`src/rtl/chunked_adder_mc.sv`:
```
// chunked_adder_mc: multi-cycle WIDTH-bit adder that ripples CHUNK bits per
// clock through one shared slice, with the carry registered between chunks.
// start/busy/done handshake; sum, c_out and overflow are held between results.
// Optional macro SUB_MODE_EN adds a 'sub' input (a - b as a + ~b + 1).
module chunked_adder_mc #(
  parameter int WIDTH = 32,
  parameter int CHUNK = 4
) (
  input  logic             clk,
  input  logic             rst_n,
  input  logic             start,
  input  logic [WIDTH-1:0] a,
  input  logic [WIDTH-1:0] b,
  input  logic             c_in,
`ifdef SUB_MODE_EN
  input  logic             sub,
`endif
  output logic             busy,
  output logic             done,
  output logic [WIDTH-1:0] sum,
  output logic             c_out,
  output logic             overflow
);

  localparam int NCHUNK = WIDTH / CHUNK;
  localparam int IW     = (NCHUNK > 1) ? $clog2(NCHUNK) : 1;
  localparam logic [IW-1:0] LAST = IW'(NCHUNK - 1);

  typedef enum logic {IDLE, RUN} state_t;

  state_t           state, state_nxt;
  logic [WIDTH-1:0] a_r, b_r, acc, acc_nxt;
  logic             carry;
  logic [IW-1:0]    idx;

  logic [CHUNK-1:0] sa, sb, ss;
  logic             sco, c_msb, last;

  // Inverting b with a forced carry-in of 1 turns the adder into a - b.
  logic             sub_sel;
`ifdef SUB_MODE_EN
  assign sub_sel = sub;
`else
  assign sub_sel = 1'b0;
`endif

  // Ripple slice on the current chunk; the MSB carry-in is recovered from the
  // sum bit, so no bit-level carry chain is needed for the overflow flag.
  always_comb begin
    sa         = a_r[idx*CHUNK +: CHUNK];
    sb         = b_r[idx*CHUNK +: CHUNK];
    {sco, ss}  = {1'b0, sa} + {1'b0, sb} + {{CHUNK{1'b0}}, carry};
    c_msb      = ss[CHUNK-1] ^ sa[CHUNK-1] ^ sb[CHUNK-1];
    acc_nxt    = acc;
    acc_nxt[idx*CHUNK +: CHUNK] = ss;
    last       = (idx == LAST);
  end

  assign busy = (state == RUN);

  // State register.
  always_ff @(posedge clk or negedge rst_n) begin
    if (!rst_n) state <= IDLE;
    else        state <= state_nxt;
  end

  // Next-state: accept start only in IDLE, leave RUN after the last chunk.
  always_comb begin
    state_nxt = state;
    case (state)
      IDLE:    if (start) state_nxt = RUN;
      RUN:     if (last)  state_nxt = IDLE;
      default: state_nxt = IDLE;
    endcase
  end

  // Datapath: operand capture, per-chunk accumulate, result load on completion.
  always_ff @(posedge clk or negedge rst_n) begin
    if (!rst_n) begin
      a_r      <= '0;
      b_r      <= '0;
      acc      <= '0;
      carry    <= 1'b0;
      idx      <= '0;
      sum      <= '0;
      c_out    <= 1'b0;
      overflow <= 1'b0;
      done     <= 1'b0;
    end else begin
      done <= 1'b0;
      case (state)
        IDLE: if (start) begin
          a_r   <= a;
          b_r   <= sub_sel ? ~b : b;
          carry <= sub_sel ? 1'b1 : c_in;
          acc   <= '0;
          idx   <= '0;
        end
        RUN: begin
          acc   <= acc_nxt;
          carry <= sco;
          idx   <= idx + 1'b1;
          if (last) begin
            sum      <= acc_nxt;
            c_out    <= sco;
            overflow <= c_msb ^ sco;
            done     <= 1'b1;
            idx      <= '0;
          end
        end
        default: ;
      endcase
    end
  end

endmodule

```
`config.mk`:
```
export PLATFORM = sky130hd
export DESIGN_NAME = chunked_adder_mc
export DESIGN_NICKNAME = d
export VERILOG_FILES = /design/src/rtl/chunked_adder_mc.sv
export SDC_FILE = /design/constraint.sdc
export NUM_CORES = 1
export LEC_CHECK = 0
export CORE_MARGIN = 4
export CORE_UTILIZATION = 54
export CTS_CLUSTER_SIZE = 30
export DETAILED_ROUTE_END_ITERATION = 6
export HOLD_SLACK_MARGIN = 0.15
export PLACE_DENSITY = 0.79
export SYNTH_ARGS = -nofsm -noshare
export SYNTH_HDL_FRONTEND = slang
export SYNTH_SLANG_ARGS = --single-unit
```
`constraint.sdc`:
```
create_clock -name clk -period 3.95 [get_ports clk]
set_input_delay 0.79 -clock clk [delete_from_list [all_inputs] [get_ports clk]]
set_output_delay 0.79 -clock clk [all_outputs]
set_load 0.01 [all_outputs]
```
==> out/metrics.csv <==
metric;value;unit
gr usage total;23.7;%
routability cong.;0.829;
Tcrit/Tclk final;86.9;%
Crit-path slowest cell;xnor2_1;
largest net degree at the start of global routing;66;
Leakage;3.64;nW
crit-path max cell delay;0.66;ns
adder-cell share of the synthesized area;2.59;%
xor-xnor portion of the synthesized cell area;0.685;%
hold-fix buffers at CTS;0;
Ant. Diodes;0;
simple-gate share of the synthesized area;9.22;%
Least-Margin Pin Slew;0.818;ns
First-pass DRT Iterations;4;
layout cells sized above 1;12.6;%
Post-CTS Setup Bufs;0;
CP Data Required Time;4.26;ns
post-CTS sizing;0;
Worst setup startpoint;idx[1];
Yosys cell types;43;
Post-synth EDFFs;0;
initial core utilization;55.5;%
worst r2r path cells;11;
Final Slew Violations;0;
Avg Vias per Cell;5.75;
CTS tree;yes;
clock sink total;136;
Post-DP HPWL;10400;um
port bufs;103;
most common cell after layout, fill and taps aside;dfrtp_1;
Reg clk slew, reported paths;0.06;ns
ANT nets after route;0;
critical-path cell list;buf_4, mux4_2, nand2_1, and2_1, inv_2, ha_1, a21o_1, a21oi_1, xnor2_1, o41ai_1, mux2_2;
number of global-route vias before repair;4790;
std cell rows;39;
Yosys warnings;0;
Cell Pwr Density;956;nW/um^2
post-layout util;70.9;%
async set-reset flop share out of synthesis;100;%
Min-Delay Path Class;input port to async pin;
status;completed;
DR WL/cell;19.3;um
Setup violations, final;0;
Multi-input gate area;2830;sq um
# DRC;0;
MaxCap Viol Count;0;
largest family of logic cells by synthesized area;multiplexers;
Mapped Area;6390;sq um
Layout Nets;688;
Iter 0 DRT Violations;247;
reg2reg start;idx[1];
setup TNS;0;ns
Die Span X;117;um
routed wire length;14700;um
Final min period;3.43;ns
Synth Area in Compound Gates;6.38;%
Syn Nets;585;
worst setup path endpoint;sum[11];
wire length of the first global-routing pass;24600;um
worst skew pair latency;0.42;ns
top_reg_cell synth;dfrtp_1;
nature of the critical path startpoint;flip-flop;
Crit. End Element;flip-flop;
clock buffer depth;2;
RSZ-0062 raised after global routing;false;
Area Overhead vs Synth;27.9;%
most frequent cells in the layout;dfrtp_1, clkdlybuf4s50_1, mux2_1, nand2_1, mux2i_1;
mean post-synth cell area;12.7;sq um
Storage cell area;3400;sq um
DIE AREA;13600;sq um
Seq/Total Area, Yosys;53.3;%
initial antenna violation count;0;
crit path DAT;3.74;ns
worst setup path class;flip-flop to flip-flop;
Top Ports;104;
FF-to-FF setup slack;0.52;ns
Yosys reg bits;136;
die height;117;um
Max VDD drop;0.558;mV
Congestion Overflow GR;0;
root buf cell;clkbuf_16;
CTS H-Tree Depth;4;
core area;11500;sq um
fmax;291;MHz
final hold violation count;0;
vias;4396;
Post-Synthesis Cells;505;
multiplexer share of the synthesized area;25.3;%
Max FO, Critical Path;13;
fill count;820;
Slew HR;45.1;%
clk_skew;0.00685;ns
R2R Path End;sum[11];
CTS buffer count;17;
[routing by layer]
metal	up-vias	track usage [%]	routed length (um)
met3	21	6.89	794
met4	0	6.50	218
met5	-	0	0
li1	2006	-	-
met1	2231	31.1	6270
met2	138	38.8	7430
[cell type report]
cell class / instances / share of cell area [%]
Tap cell: 143 / 2.19
Clock buffer: 19 / 5.54
Inverter: 9 / 0.414
Sequential cell: 136 / 41.7
Clock inverter: 13 / 1.87
Timing Repair Buffer: 113 / 13.7
Multi-Input combinational cell: 331 / 34.6
[sequential cells by signal, summed over array words and instances (netlist names), 3 cells and up]
name  count
a_r      32
acc      32
b_r      32
idx       3
sum      32
[how the worst min path moves through the flow]
stage	from	endpoint	slack, ns	depth (start not counted)
2_1_floorplan	a_r[19]	a_r[19]	0.45	1
3_3_place_gp	a_r[27]	a_r[27]	0.46	1
3_5_place_dp	a_r[27]	a_r[27]	0.47	1
4_1_cts	rst_n	sum[17]	0.47	1
5_1_grt	rst_n	acc[14]	0.49	1
6_report	rst_n	acc[14]	0.42	1
[worst max-delay path, delay by kind of cell, from the launching register on]
family | cells | cell delay (ns)
simple gates | 2 | 0.27
xor+xnor | 1 | 0.66
fa+ha+maj | 1 | 0.28
buf+inv | 2 | 0.33
mux | 2 | 0.62
flops | 1 | 0.65
compound gates | 3 | 0.50
[metrics by stage]
| step | hold slack, ns | setup slack (ns) | total power, mW | std cells | cell area (sq um) |
|---|---|---|---|---|---|
| finish | 0.424 | 0.519 | 7.81 | 764 | 8170 |
| global route | 0.493 | 0.210 | 8.35 | 764 | 8170 |
| global placement | 0.463 | 0.611 | 6.00 | 732 | 7560 |
| detailed placement | 0.473 | 0.562 | 6.18 | 732 | 7560 |
| floorplan | 0.449 | 0.688 | 4.90 | 505 | 6390 |
| CTS | 0.466 | 0.542 | 7.82 | 764 | 8170 |
[cells by family (layout without fill, tap and decap cells)]
| group | Yosys count | in the layout |
|---|---|---|
| AOI/OAI and AO/OA | 64 | 64 |
| buffers and inverters | 38 | 154 |
| muxes | 131 | 131 |
| DFF | 136 | 136 |
| and+or+nand+nor | 119 | 119 |
| xor gates and xnor gates | 5 | 5 |
| adders and majority gates | 12 | 12 |
[power by group]
part           total [mW]  internal [mW]  switching (mW)
clock network        1.61           1.02           0.588
logic                3.73           1.74            2.00
registers            2.47           2.06           0.409
[synth_stat cells, drive strengths merged, types with 2 or more instances]
cell type,instances,area (sq um)
dfrtp,136,3400
mux2,80,901
nand2,36,135
mux2i,35,350
a21oi,32,160
nand2b,28,175
nor2,28,105
mux4,16,364
clkbuf,15,56.3
buf,14,73.8
ha,10,125
inv,9,33.8
nor3,9,45.0
a22o,6,52.6
o21ai,6,30.0
o41ai,5,43.8
a21o,4,30.0
and2,3,18.8
nand3b,3,22.5
o31a,3,26.3
xor2,3,26.3
and3b,2,17.5
fa,2,40.0
nand3,2,10.0
nor2b,2,12.5
nor3b,2,15.0
nor4b,2,17.5
o32ai,2,17.5
xnor2,2,17.5
No activity file was read; power rests on OpenSTA's default activity.
